**src/rtl/sweep_ctrl.sv**
```systemverilog
// -----------------------------------------------------------------------------
// sweep_ctrl
//
// Frequency-sweep sequencer for the FIR_LPF test-tone generator. It drives the
// s_clk / en / f_set inputs of the 12-bit ROM address generator. A divided
// sample strobe (s_clk, period DIV, 50 % duty) runs while a sweep is active.
// The tone frequency word steps from f_start to f_stop (inclusive) by f_step.
// Each frequency is held for max(dwell,1) sample periods.
//
// Parameters
//   DIV     clk cycles per sample period (even, >= 4)
//   DW      width of the dwell count
//
// Ports
//   clk      in   system clock (shared with the address generator)
//   rst      in   asynchronous reset, active-low
//   start    in   one-cycle launch pulse, honoured only in IDLE
//   abort    in   stop immediately, highest priority
//   cont     in   0 = single sweep, 1 = wrap to f_start and repeat
//   f_start  in   first frequency word
//   f_stop   in   last frequency word (inclusive)
//   f_step   in   increment per step (0 = hold f_start until abort)
//   dwell    in   sample periods per frequency (0 behaves as 1)
//   s_clk    out  sample strobe
//   en       out  enable to the address generator
//   f_set    out  current frequency word
//   busy     out  high while a sweep is running
//   done     out  one-cycle pulse when a single sweep completes normally
//
// All outputs come straight from flops; no input reaches an output
// combinationally.
// -----------------------------------------------------------------------------
module sweep_ctrl #(
  parameter int DIV = 50,
  parameter int DW  = 16
) (
  input  logic          clk,
  input  logic          rst,
  input  logic          start,
  input  logic          abort,
  input  logic          cont,
  input  logic [19:0]   f_start,
  input  logic [19:0]   f_stop,
  input  logic [19:0]   f_step,
  input  logic [DW-1:0] dwell,
  output logic          s_clk,
  output logic          en,
  output logic [19:0]   f_set,
  output logic          busy,
  output logic          done
);

  localparam int DCW = $clog2(DIV);
  localparam logic [DCW-1:0] DIV_LAST = DCW'(DIV - 1);
  localparam logic [DCW-1:0] DIV_HALF = DCW'(DIV / 2);

  typedef enum logic [1:0] {
    ST_IDLE = 2'd0,
    ST_RUN  = 2'd1,
    ST_DONE = 2'd2
  } state_t;

  state_t          r_state;
  state_t          w_state_nxt;

  logic [DCW-1:0]  r_div_cnt;
  logic [DCW-1:0]  w_div_nxt;
  logic [DW-1:0]   r_dwl_cnt;
  logic [DW-1:0]   w_dwl_nxt;
  logic [19:0]     r_f_set;
  logic [19:0]     w_f_set_nxt;
  logic            r_s_clk;
  logic            w_s_clk_nxt;
  logic            r_en;
  logic            w_en_nxt;
  logic            r_busy;
  logic            w_busy_nxt;
  logic            r_done;
  logic            w_done_nxt;

  // Shadow copies of the sweep settings, frozen at launch.
  logic [19:0]     r_sh_start;
  logic [19:0]     r_sh_stop;
  logic [19:0]     r_sh_step;
  logic [DW-1:0]   r_sh_dwm1;
  logic            r_sh_cont;

  logic            w_launch;
  logic [DW-1:0]   w_dwell_m1;
  logic            w_period_end;
  logic            w_dwell_end;
  logic [20:0]     w_nxt;

  assign w_launch     = (r_state == ST_IDLE) && start && !abort;
  // dwell of 0 is treated as 1, so the terminal dwell count is 0 in both cases.
  assign w_dwell_m1   = (dwell == '0) ? '0 : dwell - DW'(1);
  assign w_period_end = (r_div_cnt == DIV_LAST);
  assign w_dwell_end  = (r_dwl_cnt == r_sh_dwm1);
  // One extra bit keeps the carry so a wrap past 0xFFFFF ends the sweep
  // instead of restarting low.
  assign w_nxt        = {1'b0, r_f_set} + {1'b0, r_sh_step};

  // Settings only matter from launch onward, so they carry no reset.
  always_ff @(posedge clk) begin
    if (w_launch) begin
      r_sh_start <= f_start;
      r_sh_stop  <= f_stop;
      r_sh_step  <= f_step;
      r_sh_dwm1  <= w_dwell_m1;
      r_sh_cont  <= cont;
    end
  end

  always_ff @(posedge clk or negedge rst) begin
    if (!rst) begin
      r_state   <= ST_IDLE;
      r_div_cnt <= '0;
      r_dwl_cnt <= '0;
      r_f_set   <= '0;
      r_s_clk   <= 1'b0;
      r_en      <= 1'b0;
      r_busy    <= 1'b0;
      r_done    <= 1'b0;
    end else begin
      r_state   <= w_state_nxt;
      r_div_cnt <= w_div_nxt;
      r_dwl_cnt <= w_dwl_nxt;
      r_f_set   <= w_f_set_nxt;
      r_s_clk   <= w_s_clk_nxt;
      r_en      <= w_en_nxt;
      r_busy    <= w_busy_nxt;
      r_done    <= w_done_nxt;
    end
  end

  always_comb begin
    w_state_nxt = r_state;
    w_div_nxt   = r_div_cnt;
    w_dwl_nxt   = r_dwl_cnt;
    w_f_set_nxt = r_f_set;
    w_s_clk_nxt = 1'b0;
    w_en_nxt    = 1'b0;
    w_busy_nxt  = 1'b0;
    w_done_nxt  = 1'b0;

    if (abort) begin
      // Abort wins over everything, including a same-cycle start; f_set holds.
      w_state_nxt = ST_IDLE;
      w_div_nxt   = '0;
      w_dwl_nxt   = '0;
    end else begin
      case (r_state)
        ST_IDLE: begin
          if (start) begin
            w_state_nxt = ST_RUN;
            w_div_nxt   = '0;
            w_dwl_nxt   = '0;
            w_f_set_nxt = f_start;
            w_en_nxt    = 1'b1;
            w_busy_nxt  = 1'b1;
          end
        end

        ST_RUN: begin
          w_en_nxt   = 1'b1;
          w_busy_nxt = 1'b1;
          w_div_nxt  = w_period_end ? '0 : r_div_cnt + DCW'(1);
          if (w_period_end) begin
            if (w_dwell_end) begin
              w_dwl_nxt = '0;
              if (r_sh_step == '0) begin
                w_f_set_nxt = r_f_set;
              end else if (w_nxt <= {1'b0, r_sh_stop}) begin
                w_f_set_nxt = w_nxt[19:0];
              end else if (r_sh_cont) begin
                w_f_set_nxt = r_sh_start;
              end else begin
                // Sweep finished: en/busy/s_clk drop together with done rising.
                w_state_nxt = ST_DONE;
                w_en_nxt    = 1'b0;
                w_busy_nxt  = 1'b0;
                w_done_nxt  = 1'b1;
                w_div_nxt   = '0;
              end
            end else begin
              w_dwl_nxt = r_dwl_cnt + DW'(1);
            end
          end
        end

        ST_DONE: begin
          w_state_nxt = ST_IDLE;
        end

        default: begin
          w_state_nxt = ST_IDLE;
        end
      endcase
    end

    // s_clk is registered from the counter value it will accompany, so the
    // strobe lines up with div_cnt (high for the first half of each period).
    if (w_busy_nxt) begin
      w_s_clk_nxt = (w_div_nxt < DIV_HALF);
    end
  end

  assign s_clk = r_s_clk;
  assign en    = r_en;
  assign f_set = r_f_set;
  assign busy  = r_busy;
  assign done  = r_done;

endmodule

```
**config.mk**
```make
export PLATFORM = sky130hd
export DESIGN_NAME = sweep_ctrl
export DESIGN_NICKNAME = d
export VERILOG_FILES = /design/src/rtl/sweep_ctrl.sv
export SDC_FILE = /design/constraint.sdc
export NUM_CORES = 1
export LEC_CHECK = 0
export CAP_MARGIN = 10
export CORE_MARGIN = 1.5
export CORE_UTILIZATION = 44
export CTS_CLUSTER_SIZE = 40
export DETAILED_ROUTE_END_ITERATION = 7
export PLACE_DENSITY = 0.67
export SLEW_MARGIN = 20
export SYNTH_ARGS = -nofsm -noshare
export SYNTH_HDL_FRONTEND = slang
export SYNTH_SLANG_ARGS = --single-unit
export TNS_END_PERCENT = 100
```
**constraint.sdc**
```tcl
create_clock -name clk -period 16 [get_ports clk]
set_input_delay 2.4 -clock clk [delete_from_list [all_inputs] [get_ports clk]]
set_output_delay 2.4 -clock clk [all_outputs]
set_load 0.01 [all_outputs]
```
==> results_dict.tcl, run 1 <==
set metrics [dict create \
    status "complete, no violations" \
    worstPathMaxFanout 22 \
    syn-instance-count 649 \
    syn_area_mm2 0.006918 \
    finalHoldViolCount 0 \
    number_of_nets_in_the_synthesized_netlist 775 \
    crit_slowest_cell "a211o_2" \
    wire_length_reported_by_the_detailed_router_mm 16.41 \
    grt.total_usage_pct 20.44 \
    synth_enable_flop_cells 77 \
    vdd_drop_max_uv 88.57 \
    finalWeightedCongestion 0.8109 \
    cts_buffer_depth 2 \
    fin_skew_ps 8.070 \
    antenna_found_initial 0 \
    die_area_mm2 0.01648 \
    final_core_utilization_pct 57.29 \
    floorplan.initialDensity_pct 45.34 \
    synth_warnings 0 \
    synth_ff_type "edfxtp_1" \
    leading_cell_types_in_the_layout_fill_and_taps_excluded "103 x clkdlybuf4s50_1, 77 x edfxtp_1, 59 x nor2_1" \
    worstSetupStartpoint "f_set[0]" \
    crit_path_max_incr_delay_ps 620 \
    synthesis.area_per_instance_um2 10.66 \
    finalSetupViolations 0 \
    post_route_ant_nets 0 \
    tritoncts_clock_tree "built" \
    cts_resized 0 \
    power-per-cell-area_mw_per_mm2 172.4 \
    critPathRequiredTime_ps 16290 \
    antenna-diode-count 0 \
    postSynthRegisterBits 124 \
    max_cap_viol_count 0 \
    regToRegStartpoint "f_set[0]" \
    synth_seq_area_share_pct 50.43 \
    worst_path_dominant_cell_family "compound AO/OA/AOI/OAI gates" \
    cts_post_setup_buffers_inserted 0 \
    min_path_type "flop to flop" \
    numCtsBuffers 17 \
    die_outline_width_um 128.4 \
    timing.final.crit_share_pct 32.25 \
    global_route.overflow_total 0 \
    initialDrtViolationCount 342 \
    clk_root_buffer_cell "clkbuf_16" \
    drt-pass1-iter-count 4 \
    final_net_count 882 \
    pin_count_of_the_biggest_net_entering_global_routing 78 \
    worst_r2r_path_depth 18 \
    route.detailed.drc 0 \
    fraction_of_registers_with_async_set_or_reset_after_synthesis_pct 37.90 \
    core.rowCount 45 \
    worstSetupPathType "flop to flop" \
    fin_crit_ps 5160 \
    core_region_area_mm2 0.01526 \
    cp_num_cells 18 \
    cp_bufs_invs 1 \
    clk_latency_ps 420 \
    top_level_ports 105 \
    die-height_um 128.4 \
    place.detailed.hpwl_mm 11.89 \
    timing.reg2reg.setup_slack_ps 10840 \
    tightestPinTransition_ps 1026 \
    critical_path.endpoint "s_clk" \
    routed_wire_per_std_cell_um 16.74 \
    clkSlewWorstSetupHoldPaths_ps 50 \
    yosys.cell_types.count 64 \
    mostFrequentLayoutCell "clkdlybuf4s50_1" \
    global_route_wire_length_before_repair_mm 25.77 \
    clkSinkCount 124 \
    fmaxAchievable_ghz 0.1938 \
    vias_per_cell 5.377 \
    timing.critical_path.from_type "flop" \
    drive_gt1_share_pct 6.632 \
    grt_pass1_vias 5138 \
    htree_num_levels 4 \
    p_leak_nw 3.461 \
    slew-limit-headroom_pct 31.62 \
    arrival_ps 5450 \
    io_buffers 104 \
    filler_cell_count 1303 \
    cts.hold.buffers_added 0 \
    vias 5269 \
    timing.setup.tns_ps 0 \
    worst_setup_path_end_kind "flop" \
    timing.critical_path.cells "ha_1 -> inv_1 -> fa_1 -> nand2b_1 -> a21oi_1 -> o21ai_0 -> o2111ai_1 -> o211ai_1 -> xnor2_1 -> ha_1 -> nand3_1 -> nor3_1 -> nand2_1 -> o2111ai_1 -> a211o_2 -> nor3b_1 -> o22ai_1 -> nor3b_1" \
    area_growth_synth_to_finish_pct 26.35 \
    rsz0062_at_grt "no" \
    regToRegEndpoint "s_clk" \
    timing_max_transition_violations_final 0 \
]
==> cell type report <==
cell class,count,area (um2),share of cell area [%]
Sequential cell,124,3488,39.91
Multi-Input combinational cell,465,3192,36.52
Timing Repair Buffer,107,1059,12.11
Clock buffer,20,436.7,4.996
Tap cell,211,264.0,3.020
Inverter,41,153.9,1.761
Clock inverter,12,147.6,1.689
==> worst min-delay path, stage by stage (launching register included) <==
cell      delay (ps)
edfxtp_1         320
mux2i_1           70
o221ai_2         110
==> state kept, by name (all words and copies together) (netlist names) <==
register / count
f_set: 20
r_sh_start: 20
r_sh_step: 20
r_sh_stop: 20
r_dwl_cnt: 16
r_sh_dwm1: 16
r_div_cnt: 6
r_state: 2
busy: 1
done: 1
r_sh_cont: 1
s_clk: 1
==> how the worst min path moves through the flow <==
| stage | slack [ps] | endpoint | depth (start not counted) | start |
|---|---|---|---|---|
| finish | 540 | f_set[19] | 2 | r_sh_start[19] |
| global route | 570 | f_set[1] | 2 | r_sh_start[1] |
| CTS | 540 | f_set[10] | 1 | f_set[10] |
| detailed placement | 530 | f_set[10] | 1 | f_set[10] |
| global placement | 510 | f_set[14] | 1 | f_set[14] |
| floorplan | 490 | r_div_cnt[5] | 1 | r_div_cnt[5] |
==> metrics by stage <==
step | setup slack (ps) | total power [mW] | hold WS (ps) | cell area (um2) | instances
3_3_place_gp | 10220 | 1.109 | 507.9 | 8149 | 948
2_1_floorplan | 8628 | 0.9020 | 492.7 | 6918 | 649
3_5_place_dp | 10120 | 1.127 | 532.7 | 8154 | 948
5_1_grt | 10410 | 1.605 | 568.7 | 8741 | 980
4_1_cts | 10470 | 1.516 | 544.0 | 8738 | 980
6_report | 10840 | 1.507 | 542.3 | 8741 | 980
==> power breakdown <==
group	internal, mW	leakage (nW)	total [mW]	switching [mW]
Sequential	0.392	1.32	0.430	0.0379
Clock	0.243	0.273	0.379	0.136
Combinational	0.303	1.86	0.698	0.395
==> synthesized netlist by cell type (all sizes together) (2+ instances only) <==
cell type   n  area, um2
edfxtp     77       2312
nor2       60      225.2
dfrtp      47       1176
a21oi      46      230.2
ha         44      550.5
inv        41      153.9
nand2      40      157.6
o21ai      37      185.2
xor2       29      254.0
nand3      20      100.1
xnor2      17      148.9
mux2i      16      160.2
mux2       13      146.4
or3        13      81.33
clkbuf     12      45.04
nor4       12      75.07
nor3       11      55.05
a211oi     10      75.07
nand2b      8      50.05
nand4       8      50.05
nor2b       8      50.05
buf         7      56.29
o22ai       7      43.79
a31oi       6      37.54
and3        6      37.54
and2        5      31.28
o211ai      5      42.54
o31ai       5      37.54
nor3b       4      30.03
a21o        3      22.52
a41oi       3      26.28
or2         3      18.77
a2111oi     2      23.77
o2111ai     2      17.52
or4         2      15.01
==> logic make-up (layout without fill, tap and decap cells) <==
| group | count (synthesis) | in the layout | synth area share (%) |
|---|---|---|---|
| simple gates | 204 | 204 | 14.61 |
| compound gates | 141 | 141 | 12.77 |
| flops | 124 | 124 | 50.43 |
| buf+inv | 60 | 180 | 3.689 |
| xor+xnor | 46 | 46 | 5.824 |
| fa+ha+maj | 45 | 45 | 8.247 |
| mux | 29 | 29 | 4.431 |
==> layer usage <==
layer  routed length [um]  vias to the layer above  track usage [%]
li1                     -                     2609                -
met1                 7179                     2499            25.00
met2                 7930                      141            34.69
met3                 1023                       20            5.863
met4                  277                        0            7.270
met5                    0                        -                0
(Power assumes the default switching activity.)
==> run 2, diff against run 1 <==
--- a/config.mk
+++ b/config.mk
@@ -10,7 +10,7 @@
 export CORE_UTILIZATION = 44
 export CTS_CLUSTER_SIZE = 40
 export DETAILED_ROUTE_END_ITERATION = 7
-export PLACE_DENSITY = 0.67
+export PLACE_DENSITY = 0.7
 export SLEW_MARGIN = 20
 export SYNTH_ARGS = -nofsm -noshare
 export SYNTH_HDL_FRONTEND = slang
==> constraint.sdc (replaced) <==
create_clock -name clk -period 4.4 [get_ports clk]
set_input_delay 0.66 -clock clk [delete_from_list [all_inputs] [get_ports clk]]
set_output_delay 0.66 -clock clk [all_outputs]
set_load 0.01 [all_outputs]
==> results_dict.tcl, run 2 (synthesis results as in run 1) <==
set metrics [dict create \
    status "complete, no violations" \
    fin_crit_ps 4275 \
    antenna_found_initial 0 \
    critPathRequiredTime_ps 4690 \
    drt-pass1-iter-count 5 \
    cts_buffer_depth 2 \
    seqPwrFrac_pct 27.0 \
    route.detailed.drc 0 \
    timing.critical_path.cells "ha_1 -> buf_4 -> and3_1 -> and3_1 -> a2111o_1 -> o311ai_2 -> ha_1 -> nand3_2 -> nor3_2 -> buf_4 -> a221oi_4 -> o2111ai_2 -> a211o_1 -> buf_12 -> mux2i_2 -> a21oi_1 -> mux2_1" \
    final_net_count 911 \
    tightestPinTransition_ps 836.4 \
    finalSetupViolations 0 \
    area_growth_synth_to_finish_pct 32.19 \
    place.detailed.hpwl_mm 12.84 \
    worst_setup_path_end_kind "flop" \
    vdd_drop_max_uv 309.8 \
    worst_path_dominant_cell_family "compound AO/OA/AOI/OAI gates" \
    vias 5444 \
    crit_path_max_incr_delay_ps 430 \
    pin_count_of_the_biggest_net_entering_global_routing 48 \
    tritoncts_clock_tree "built" \
    core_region_area_mm2 0.01526 \
    mostFrequentLayoutCell "clkdlybuf4s50_1" \
    slew-limit-headroom_pct 43.98 \
    wire_length_reported_by_the_detailed_router_mm 17.48 \
    cts.hold.buffers_added 0 \
    timing_max_transition_violations_final 0 \
    clkSlewWorstSetupHoldPaths_ps 50 \
    top_level_ports 105 \
    placement.cell_area_mm2 0.008364 \
    clkSinkCount 124 \
    p_leak_nw 3.622 \
    antenna-diode-count 0 \
    arrival_ps 4570 \
    initialDrtViolationCount 304 \
    finalInstanceArea_mm2 0.009145 \
    min_path_type "primary input to asynchronous set/reset pin" \
    post_route_ant_nets 0 \
    grt_pass1_vias 5556 \
    regToRegStartpoint "r_sh_step[13]" \
    power_frac_comb_pct 52.5 \
    intPower_mw 3.635 \
    fin_skew_ps 8.918 \
    vias_per_cell 5.395 \
    die-height_um 128.4 \
    numCtsBuffers 17 \
    finalHoldViolCount 0 \
    max_cap_viol_count 0 \
    final_core_utilization_pct 59.93 \
    core.rowCount 45 \
    timing.setup.tns_ps 0 \
    io_buffers 104 \
    finalWeightedCongestion 0.8941 \
    power_frac_clock_pct 20.5 \
    grt.total_usage_pct 21.51 \
    fmaxAchievable_ghz 0.2339 \
    worstSetupPathType "flop to flop" \
    drive_gt1_share_pct 12.91 \
    clk_latency_ps 420 \
    clk_root_buffer_cell "clkbuf_16" \
    power-per-cell-area_mw_per_mm2 640.9 \
    htree_num_levels 4 \
    global_route_wire_length_before_repair_mm 27.05 \
    switchingPower_mw 2.226 \
    timing.final.crit_share_pct 97.15 \
    crit_slowest_cell "edfxtp_1" \
    power.switching_fraction_pct 37.98 \
    routed_wire_per_std_cell_um 17.32 \
    timing.critical_path.from_type "flop" \
    filler_cell_count 1280 \
    worstSetupStartpoint "r_sh_step[13]" \
    global_route.overflow_total 0 \
    worstPathMaxFanout 14 \
    die_outline_width_um 128.4 \
    leading_cell_types_in_the_layout_fill_and_taps_excluded "103 x clkdlybuf4s50_1, 77 x edfxtp_1, 59 x nor2_1" \
    die_area_mm2 0.01648 \
    cp_bufs_invs 3 \
    floorplan.initialDensity_pct 45.34 \
]
==> run 2: changes by cell type in the layout (fill, tap and decap cells not counted), moves of 6 or more <==
cell      change
buf_4        +25
o21ai_0       -6
clkbuf_1      +6
ha_4          +6
ha_1          -7
==> run 2: area by class of cell <==
cell class                 instances  area, um2  area share (%)
clock buffer                      28      486.7           5.322
clock inverter                     4      17.52          0.1915
inverter                          41      153.9           1.683
multi-input combinational        465       3432           37.53
sequential                       124       3488           38.14
tap                              211      264.0           2.887
timing repair buffer             136       1303           14.24
==> run 2: worst register-to-register path: stages (launching register included) <==
cell,delay (ps)
edfxtp_1,430
ha_1,390
buf_4,190
and3_1,160
and3_1,200
a2111o_1,430
o311ai_2,110
ha_1,340
nand3_2,120
nor3_2,50
buf_4,140
a221oi_4,250
o2111ai_2,180
a211o_1,390
buf_12,180
mux2i_2,180
a21oi_1,80
mux2_1,320
==> run 2: per-layer routing <==
layer / vias up / GRT usage (%) / share of wire [%]
met5: - / 0 / 0
met1: 2596 / 25.43 / 42
li1: 2658 / - / -
met2: 164 / 38.01 / 50
met4: 0 / 9.187 / 2.0
met3: 26 / 4.574 / 5.4
==> run 2: path summary, 6_finish.rpt <==
path / end / slack, ps / cells past startpoint
setup / recovery: f_set[10] / 130 / 17
hold / removal: f_set[15] / 270 / 1
setup reg to reg: f_set[10] / 130 / 17
hold reg to reg: f_set[19] / 550 / 2
max in group asynchronous: r_dwl_cnt[14] / 3690 / 1
min in group clk: f_set[19] / 550 / 2
==> run 2: power groups by stage <==
stage	sequential [mW]	combinational (mW)	clock [mW]
floorplan	1.59	1.69	0
global placement	1.58	2.65	0
detailed placement	1.58	2.72	0
CTS	1.56	2.77	1.22
global route	1.60	3.34	1.27
finish	1.58	3.08	1.20
==> run 2: metrics by stage <==
| stage | hold slack [ps] | worst slack [ps] | power [mW] | cells |
|---|---|---|---|---|
| finish | 268.0 | 125.4 | 5.861 | 1009 |
| global route | 314.5 | -46.51 | 6.207 | 1009 |
| CTS | 497.1 | 2.551 | 5.554 | 1007 |
| detailed placement | 524.6 | -89.45 | 4.304 | 975 |
| global placement | 519.3 | 15.93 | 4.231 | 975 |
| floorplan | 364.4 | 90.04 | 3.277 | 649 |
==> run 2: timing repair <==
| item | in CTS | in global routing |
|---|---|---|
| setup buffers | 0 | 1 |
| cloned | 0 | 1 |
| gates resized for setup | 4 | 46 |
| pin swaps | 0 | 13 |
| endpoints found under the setup margin | 21 | 25 |
==> run 3, diff against run 2 <==
==> constraint.sdc (replaced) <==
create_clock -name clk -period 4.4 [get_ports clk]
set_input_delay 0.66 -clock clk [delete_from_list [all_inputs] [get_ports clk]]
set_output_delay 0.66 -clock clk [all_outputs]
set_load 0.02 [all_outputs]
==> results of run 3 <==
The final DEF is identical to that of run 2. Status: complete, no violations.
Main changes from that run: total power 5.861 mW -> 5.938 mW; worst IR drop on VDD 309.8 uV -> 310.2 uV
